<file path="config.mk">
export PLATFORM = sky130hd
export DESIGN_NAME = countdown_bcd_flat
export DESIGN_NICKNAME = d
export VERILOG_FILES = /design/src/rtl/countdown_bcd_if.sv /design/src/rtl/countdown_bcd.sv /design/src/flat_wrapper.sv
export SDC_FILE = /design/constraint.sdc
export NUM_CORES = 1
export LEC_CHECK = 0
export BUFFER_PORTS_ARGS = -buffer_cell sky130_fd_sc_hd__buf_2
export CORE_MARGIN = 1
export CORE_UTILIZATION = 25
export CTS_CLUSTER_SIZE = 25
export DETAILED_ROUTE_END_ITERATION = 8
export GPL_ROUTABILITY_DRIVEN = 0
export PLACE_DENSITY = 0.45
export SLEW_MARGIN = 5
export SYNTH_ARGS = -nofsm -noshare
export SYNTH_HDL_FRONTEND = slang
export SYNTH_SLANG_ARGS = --single-unit
</file>
<file path="constraint.sdc">
create_clock -name CLK -period 3.13 [get_ports CLK]
set_clock_uncertainty 0.2 [all_clocks]
set_input_delay 0.1565 -clock CLK [delete_from_list [all_inputs] [get_ports CLK]]
set_output_delay 0.1565 -clock CLK [all_outputs]
set_load 0.1 [all_outputs]
</file>
<file path="src/rtl/countdown_bcd_if.sv">
// Control and display bundle for the countdown_bcd timer core.
// The master drives load/start/stop; the slave (the timer) drives digits and status.
interface countdown_bcd_if;
  logic        LOAD;
  logic [15:0] LOAD_VAL;
  logic        START;
  logic        STOP;
  logic [3:0]  M1;
  logic [3:0]  M0;
  logic [3:0]  S1;
  logic [3:0]  S0;
  logic        RUNNING;
  logic        DONE;

  modport master (
    output LOAD, LOAD_VAL, START, STOP,
    input  M1, M0, S1, S0, RUNNING, DONE
  );

  modport slave (
    input  LOAD, LOAD_VAL, START, STOP,
    output M1, M0, S1, S0, RUNNING, DONE
  );
endinterface

</file>
<file path="src/rtl/countdown_bcd.sv">
// MM:SS BCD countdown timer: decrements once per TICK_DIV clocks while running,
// stops and raises a sticky DONE when counting reaches 00:00.
module countdown_bcd #(
  parameter int TICK_DIV = 100_000_000
) (
  input  logic           CLK,
  input  logic           RST,
  countdown_bcd_if.slave bus
);

  localparam int PW = (TICK_DIV > 1) ? $clog2(TICK_DIV) : 1;
  localparam logic [PW-1:0] PRE_MAX = PW'(TICK_DIV - 1);

  // RUNNING is the FSM state itself, so the state is always visible on the bus.
  typedef enum logic {
    IDLE = 1'b0,
    RUN  = 1'b1
  } state_t;

  state_t        state;
  logic [PW-1:0] pre;
  logic [3:0]    m1, m0, s1, s0;
  logic          done;

  logic [3:0]    d_m1, d_m0, d_s1, d_s0;
  logic          dec_zero;
  logic          is_zero;
  logic [3:0]    l_m1, l_m0, l_s1, l_s0;

  function automatic logic [3:0] clamp(input logic [3:0] v, input logic [3:0] lim);
    return (v > lim) ? lim : v;
  endfunction

  always_comb begin
    l_m1 = clamp(bus.LOAD_VAL[15:12], 4'd9);
    l_m0 = clamp(bus.LOAD_VAL[11:8],  4'd9);
    l_s1 = clamp(bus.LOAD_VAL[7:4],   4'd5);
    l_s0 = clamp(bus.LOAD_VAL[3:0],   4'd9);
  end

  // One-second BCD decrement with borrow chain S0 -> S1 -> M0 -> M1.
  always_comb begin
    d_m1 = m1;
    d_m0 = m0;
    d_s1 = s1;
    d_s0 = s0 - 4'd1;
    if (s0 == 4'd0) begin
      d_s0 = 4'd9;
      if (s1 == 4'd0) begin
        d_s1 = 4'd5;
        if (m0 == 4'd0) begin
          d_m0 = 4'd9;
          d_m1 = m1 - 4'd1;
        end else begin
          d_m0 = m0 - 4'd1;
        end
      end else begin
        d_s1 = s1 - 4'd1;
      end
    end
    dec_zero = ({d_m1, d_m0, d_s1, d_s0} == 16'h0000);
    is_zero  = ({m1, m0, s1, s0} == 16'h0000);
  end

  always_ff @(posedge CLK) begin
    if (RST) begin
      state <= IDLE;
      pre   <= '0;
      done  <= 1'b0;
      m1    <= 4'd0;
      m0    <= 4'd0;
      s1    <= 4'd0;
      s0    <= 4'd0;
    end else if (bus.LOAD) begin
      state <= IDLE;
      pre   <= '0;
      done  <= 1'b0;
      m1    <= l_m1;
      m0    <= l_m0;
      s1    <= l_s1;
      s0    <= l_s0;
    end else if (bus.STOP) begin
      // pre is kept so a resume continues the partial second.
      state <= IDLE;
    end else begin
      case (state)
        IDLE: begin
          if (bus.START && !is_zero) begin
            state <= RUN;
            if (done) pre <= '0;
          end
        end
        RUN: begin
          if (pre == PRE_MAX) begin
            pre <= '0;
            m1  <= d_m1;
            m0  <= d_m0;
            s1  <= d_s1;
            s0  <= d_s0;
            if (dec_zero) begin
              state <= IDLE;
              done  <= 1'b1;
            end
          end else begin
            pre <= pre + 1'b1;
          end
        end
        default: state <= IDLE;
      endcase
    end
  end

  assign bus.M1      = m1;
  assign bus.M0      = m0;
  assign bus.S1      = s1;
  assign bus.S0      = s0;
  assign bus.RUNNING = (state == RUN);
  assign bus.DONE    = done;

endmodule

</file>
<file path="src/flat_wrapper.sv">
// flat-port wrapper written by rule: the top's interface ports become plain ports
module countdown_bcd_flat 
#(
  parameter int TICK_DIV = 100_000_000
)
  (CLK, RST, bus_LOAD, bus_LOAD_VAL, bus_START, bus_STOP, bus_M1, bus_M0, bus_S1, bus_S0, bus_RUNNING, bus_DONE);
  countdown_bcd_if bus_i ();
  input  logic CLK;
  input  logic RST;
  input wire logic [$bits(bus_i.LOAD)-1:0] bus_LOAD;
  input wire logic [$bits(bus_i.LOAD_VAL)-1:0] bus_LOAD_VAL;
  input wire logic [$bits(bus_i.START)-1:0] bus_START;
  input wire logic [$bits(bus_i.STOP)-1:0] bus_STOP;
  output wire logic [$bits(bus_i.M1)-1:0] bus_M1;
  output wire logic [$bits(bus_i.M0)-1:0] bus_M0;
  output wire logic [$bits(bus_i.S1)-1:0] bus_S1;
  output wire logic [$bits(bus_i.S0)-1:0] bus_S0;
  output wire logic [$bits(bus_i.RUNNING)-1:0] bus_RUNNING;
  output wire logic [$bits(bus_i.DONE)-1:0] bus_DONE;
  assign bus_i.LOAD = bus_LOAD;
  assign bus_i.LOAD_VAL = bus_LOAD_VAL;
  assign bus_i.START = bus_START;
  assign bus_i.STOP = bus_STOP;
  assign bus_M1 = bus_i.M1;
  assign bus_M0 = bus_i.M0;
  assign bus_S1 = bus_i.S1;
  assign bus_S0 = bus_i.S0;
  assign bus_RUNNING = bus_i.RUNNING;
  assign bus_DONE = bus_i.DONE;
  countdown_bcd #(.TICK_DIV(TICK_DIV)) u_core (.CLK(CLK), .RST(RST), .bus(bus_i));
endmodule
</file>
==> impl_metrics.ini, run 1 <==
[yosys]
synth_cell_types = 56
synth-async-reset-ratio = 0
synthCells = 336
ys_seq_area_frac = 0.337
ys_seq_elements = 45
synth_edf_count = 0
syn_nets = 360
synth-main-ff-cell = dfxtp_1
syn_area_mm2 = 0.00267
syn_avg_cell_area_um2 = 7.96
ys_warn_count = 0

[timing]
maxSlewHeadroom = 0.593
finalHoldViolCount = 0
drv_slew = 0
worst_pin_slew_ps = 608
finalSetupTns_ps = 0
finalSetupViolations = 0
layout_min_cycle_time_ps = 2920
max_freq_mhz = 343
finalCritPeriodShare = 0.933
post-route-worst-setup-slack_ps = 210
grt_setup_unrepaired = false

[critical_path]
cp_slowest_cell = or4b_4
rr_endpoint = u_core.bus.M1[0]
crit_type = reg -> reg
r2r_slack_ps = 210
path_cells = or4b_4 -> or4_4 -> nor4_4 -> xnor2_1 -> a221oi_2 -> dlygate4sd3_1
max_stage_delay_ps = 580
rr_startpoint = u_core.pre[9]
worstPathRequired_ps = 3170
cp_top_family = simple AND/OR/NAND/NOR gates
worstPathArrival_ps = 2960
cp_max_fo = 8
cp-end-kind = flip-flop
cp-start-kind = flip-flop
worst-path-buf-inv = 1
r2r_cells = 6

[status]
status = complete, no violations

[die]
die_w_um = 105
io_pins = 39
die_area_mm2 = 0.0111
fp-row-count = 37
start_util = 0.259
core_mm2 = 0.0103
die_y_um = 105

[pwr]
irDropWorstVdd_mv = 0.165
power_density_mw_per_mm2 = 371
p_leak_nw = 1.10

[final_layout]
design_area_mm2 = 0.00322
diodes = 0
layout_common_cells = dfxtp_1 (45), buf_2 (38), a21oi_1 (32)
syn2layout_area_growth_pct = 20.5
n_fill_cell = 1116
fin_cells = 519
layout.nets = 406
seq_area_um2 = 901
drive_gt1_frac = 0.188
final_common_cell = dfxtp_1
multi_input_area_mm2 = 0.00166

[detailed_routing]
viasPerCell = 5.30
final_antenna_net_count = 0
routedWlPerCell_um = 15.2
met3WireLength_um = 297
firstDrtPassIters = 4
top_layer = met4
wl_met2_mm = 3.59
drt-met1-wl_mm = 3.92
drt_wl_total_mm = 7.87
drc = 0
dr_total_vias = 2753
first_iter_violations = 167

[global_route]
grtUsageTotal = 0.150
grt_max_degree = 26
antenna_found_initial = 0
grt_pass1_wl_mm = 13.4
grt_overflow_total = 0
first_global_vias = 2677

[placement]
placed_cells = 500
dpl-instance-area_mm2 = 0.00301
post-dp-hpwl_mm = 5.73
portBuffers = 38
pre_cts_slack_ps = 493

[worst_hold_path]
min_path_cells = 2
min_to = u_core.bus.S0[2]
min_path_type = in -> reg
hp-start = RST

[cts]
cts_buffer_depth = 2
cts.htree.levels = 2
cts_tree = yes
cts_inserted_buffers = 5
path_clk_slew_ps = 100
cts.sinks = 45
insertion_delay_ps = 300
root_buffer = clkbuf_8

[job]
drv_cap = 0
## through the flow
stage	total power [mW]	hold slack (ps)	utilization
floorplan	0.775	35.0	-
global placement	0.832	200	0.292
detailed placement	0.833	203	0.292
CTS	1.22	0.365	0.311
global route	1.26	19.2	0.312
finish	1.20	15.0	0.312
## worst reg2reg max path: cells and delay by family (launching register included)
family | cells | cell delay, ps
simple gates | 3 | 1370
flops | 1 | 350
xor+xnor | 1 | 130
compound gates | 1 | 260
buf+inv | 1 | 560
## flip-flops by register name, summed over array words and instances (netlist names)
name,flops
u_core.pre,27
u_core.bus.M0,4
u_core.bus.M1,4
u_core.bus.S0,4
u_core.bus.S1,4
u_core.bus.DONE,1
u_core.bus.RUNNING,1
## timing repair
| action | 4_1_cts | 5_1_grt |
|---|---|---|
| hold endpoints to repair | 9 | 0 |
| buffers inserted | 0 | 0 |
| hold buffers | 11 | 0 |
| endpoints found under the setup margin | 0 | 1 |
| gates resized for setup | 0 | 2 |
## routing by layer
| metal | GRT usage | vias up |
|---|---|---|
| met4 | 0.0342 | 0 |
| li1 | - | 1368 |
| met1 | 0.204 | 1325 |
| met2 | 0.247 | 54 |
| met5 | 0 | - |
| met3 | 0.0247 | 6 |
## how the worst max path moves through the flow
stage          slack, ps          endpoint        startpoint  cells past startpoint
2_1_floorplan        250     u_core.pre[9]  u_core.bus.M1[0]                      9
3_3_place_gp         570  u_core.bus.S0[3]    u_core.pre[17]                      5
3_5_place_dp         490  u_core.bus.S0[3]    u_core.pre[17]                      5
4_1_cts              130  u_core.bus.M1[0]     u_core.pre[9]                      6
5_1_grt               70  u_core.bus.M1[0]     u_core.pre[0]                      7
6_report             210  u_core.bus.M1[0]     u_core.pre[9]                      6
## synth_stat cells (3+ instances only)
master	number	area [um2]
a21oi_1	32	160
a31oi_1	3	18.8
and3_1	3	18.8
buf_2	5	25.0
clkbuf_1	12	45.0
dfxtp_1	45	901
ha_1	3	37.5
inv_1	11	41.3
mux2i_1	6	60.1
nand2_1	22	82.6
nand3_1	17	85.1
nand4_1	8	50.1
nor2_1	30	113
nor2b_1	3	18.8
nor3_1	5	25.0
nor4_1	11	68.8
o2111ai_1	3	26.3
o21a_1	3	22.5
o21ai_0	20	100
o31a_1	4	35.0
o31ai_1	12	90.1
or2_2	5	31.3
or3_1	13	81.3
or4_1	12	90.1
xor2_1	3	26.3
## cell families after synthesis
group	count (synthesis)	share of synthesized area
XOR/XNOR	4	0.0131
AO/OA/AOI/OAI	97	0.231
multiplexers	6	0.0225
flip-flops	45	0.337
AND/OR/NAND/NOR	152	0.336
adder cells (fa/ha/maj)	3	0.0140
buffers and inverters	29	0.0459
## cell type report
type | count | share of cell area
Sequential cell | 45 | 0.280
Inverter | 11 | 0.0128
Timing Repair Buffer | 57 | 0.112
Clock buffer | 5 | 0.0214
Multi-Input combinational cell | 262 | 0.516
Clock inverter | 3 | 0.00544
Tap cell | 136 | 0.0528
## report_power, final
| group | internal [mW] | switching [mW] |
|---|---|---|
| clock network | 0.155 | 0.211 |
| registers | 0.584 | 0.0183 |
| logic | 0.0655 | 0.163 |
Note: power is estimated with default switching activity, not from simulation.
==> inputs of run 2 (changes only) <==
--- a/config.mk
+++ b/config.mk
@@ -12,6 +12,7 @@
 export DETAILED_ROUTE_END_ITERATION = 8
 export GPL_ROUTABILITY_DRIVEN = 0
 export PLACE_DENSITY = 0.45
+export SETUP_SLACK_MARGIN = 0.5
 export SLEW_MARGIN = 5
 export SYNTH_ARGS = -nofsm -noshare
 export SYNTH_HDL_FRONTEND = slang
==> run 2 against run 1 <==
Clock power increased by 11%. Fmax rose by 17%. Sequential power barely moved. Power is 3.4% higher. Routed wire length about the same. Die area did not move. Critical path depth shrank 1. Final area up 2.1%. Largest cell class unchanged.
==> impl_metrics.ini, run 2 (synthesis results as in run 1) <==
[pwr]
switching_power_uw = 387
power_density_mw_per_mm2 = 376
p_leak_nw = 1.12
netSwitchingFraction = 0.312
irDropWorstVdd_mv = 0.175
intPower_uw = 851
comb_power_share = 0.183
p_seq_frac = 0.489
power_frac_clock = 0.328

[timing]
finalSetupViolations = 0
worst_pin_slew_ps = 667
grt_setup_unrepaired = true
maxSlewHeadroom = 0.554
finalSetupTns_ps = 0
max_freq_mhz = 401
layout_min_cycle_time_ps = 2490
drv_slew = 0
finalCritPeriodShare = 0.797
finalHoldViolCount = 0

[die]
die_w_um = 105
die_area_mm2 = 0.0111
start_util = 0.259
die_y_um = 105
io_pins = 39
core_mm2 = 0.0103
fp-row-count = 37

[detailed_routing]
routedWlPerCell_um = 15.1
drt_wl_total_mm = 7.86
dr_total_vias = 2734
drc = 0
viasPerCell = 5.26
final_antenna_net_count = 0
first_iter_violations = 142
firstDrtPassIters = 4

[final_layout]
drive_gt1_frac = 0.211
final_common_cell = dfxtp_1
regMostFlops = u_core.pre
layout.nets = 407
n_fill_cell = 1110
syn2layout_area_growth_pct = 23.1
largest_register_ff_count = 27
diodes = 0
utilization = 0.319
layout_common_cells = dfxtp_1 (40), buf_2 (38), a21oi_1 (32)

[placement]
portBuffers = 38
post-dp-hpwl_mm = 5.65

[worst_hold_path]
min_path_type = in -> reg

[global_route]
first_global_vias = 2584
grt_pass1_wl_mm = 13.1
grtUsageTotal = 0.147
grt_overflow_total = 0
antenna_found_initial = 0
grt_max_degree = 23

[cts]
cts.htree.levels = 2
cts_tree = yes
cts_inserted_buffers = 5
cts_buffer_depth = 2
insertion_delay_ps = 300
cts.sinks = 45
root_buffer = clkbuf_8
path_clk_slew_ps = 90
post_cts_buffers = 0

[critical_path]
cp-end-kind = flip-flop
worstPathRequired_ps = 3140
cp_max_fo = 9
worstPathArrival_ps = 2510
crit_type = reg -> reg
cp-start-kind = flip-flop

[job]
drv_cap = 0

[status]
status = complete, no violations
-- run 2: power groups by stage --
stage | clock [mW] | sequential (mW) | combinational [mW]
after floorplan | 0 | 0.694 | 0.0847
after global placement | 0 | 0.618 | 0.215
after detailed placement | 0 | 0.618 | 0.216
after CTS | 0.427 | 0.605 | 0.228
after global routing | 0.446 | 0.608 | 0.243
final | 0.406 | 0.605 | 0.227
-- run 2: area by class of cell --
cell class,instances,area (um2),share of cell area
multi-input cells,262,1700,0.516
flip-flops and latches,45,907,0.276
clock inverters,1,5.00,0.00152
clock buffers,7,96.3,0.0293
well taps,136,170,0.0517
inverters,11,41.3,0.0125
repair buffers,58,373,0.113
-- run 2: per-stage QoR --
| stage | hold slack, ps | instance area, um2 | setup slack (ps) | power [mW] | std cells |
|---|---|---|---|---|---|
| global route | 7.29 | 3290 | 476 | 1.30 | 520 |
| finish | 6.67 | 3290 | 636 | 1.24 | 520 |
| CTS | 5.18 | 3260 | 503 | 1.26 | 520 |
| detailed placement | 175 | 3030 | 503 | 0.834 | 499 |
| global placement | 176 | 3030 | 548 | 0.834 | 499 |
| floorplan | 27.5 | 2700 | 549 | 0.779 | 336 |
-- run 2: worst max-delay path, stage by stage (launching register included) --
cell and delay (ps):
dfxtp_1 380, or4b_4 520, nor4_4 300, nand3_2 290
or4_1 450, a311oi_1 250
-- run 2: layer usage --
metal / track usage / routed length, um / vias up
li1: - / - / 1367
met4: 0.0332 / 73 / 0
met2: 0.252 / 3630 / 52
met5: 0 / 0 / -
met1: 0.191 / 3810 / 1309
met3: 0.0260 / 340 / 6
-- run 2: worst paths after layout --
kind	start	to	slack (ps)	cells past startpoint
setup / recovery	u_core.pre[11]	u_core.bus.S0[3]	640	5
hold / removal	RST	u_core.bus.S0[2]	7	2
setup reg to reg	u_core.pre[11]	u_core.bus.S0[3]	640	5
hold reg to reg	u_core.bus.S1[3]	u_core.bus.S1[3]	280	2
-- run 2: repair_timing --
action | CTS | global route
gates cloned | 0 | 0
setup endpoints to repair | 1 | 25
hold buffers | 13 | 0
endpoints found under the hold margin | 9 | 0
gates resized for setup | 1 | 5
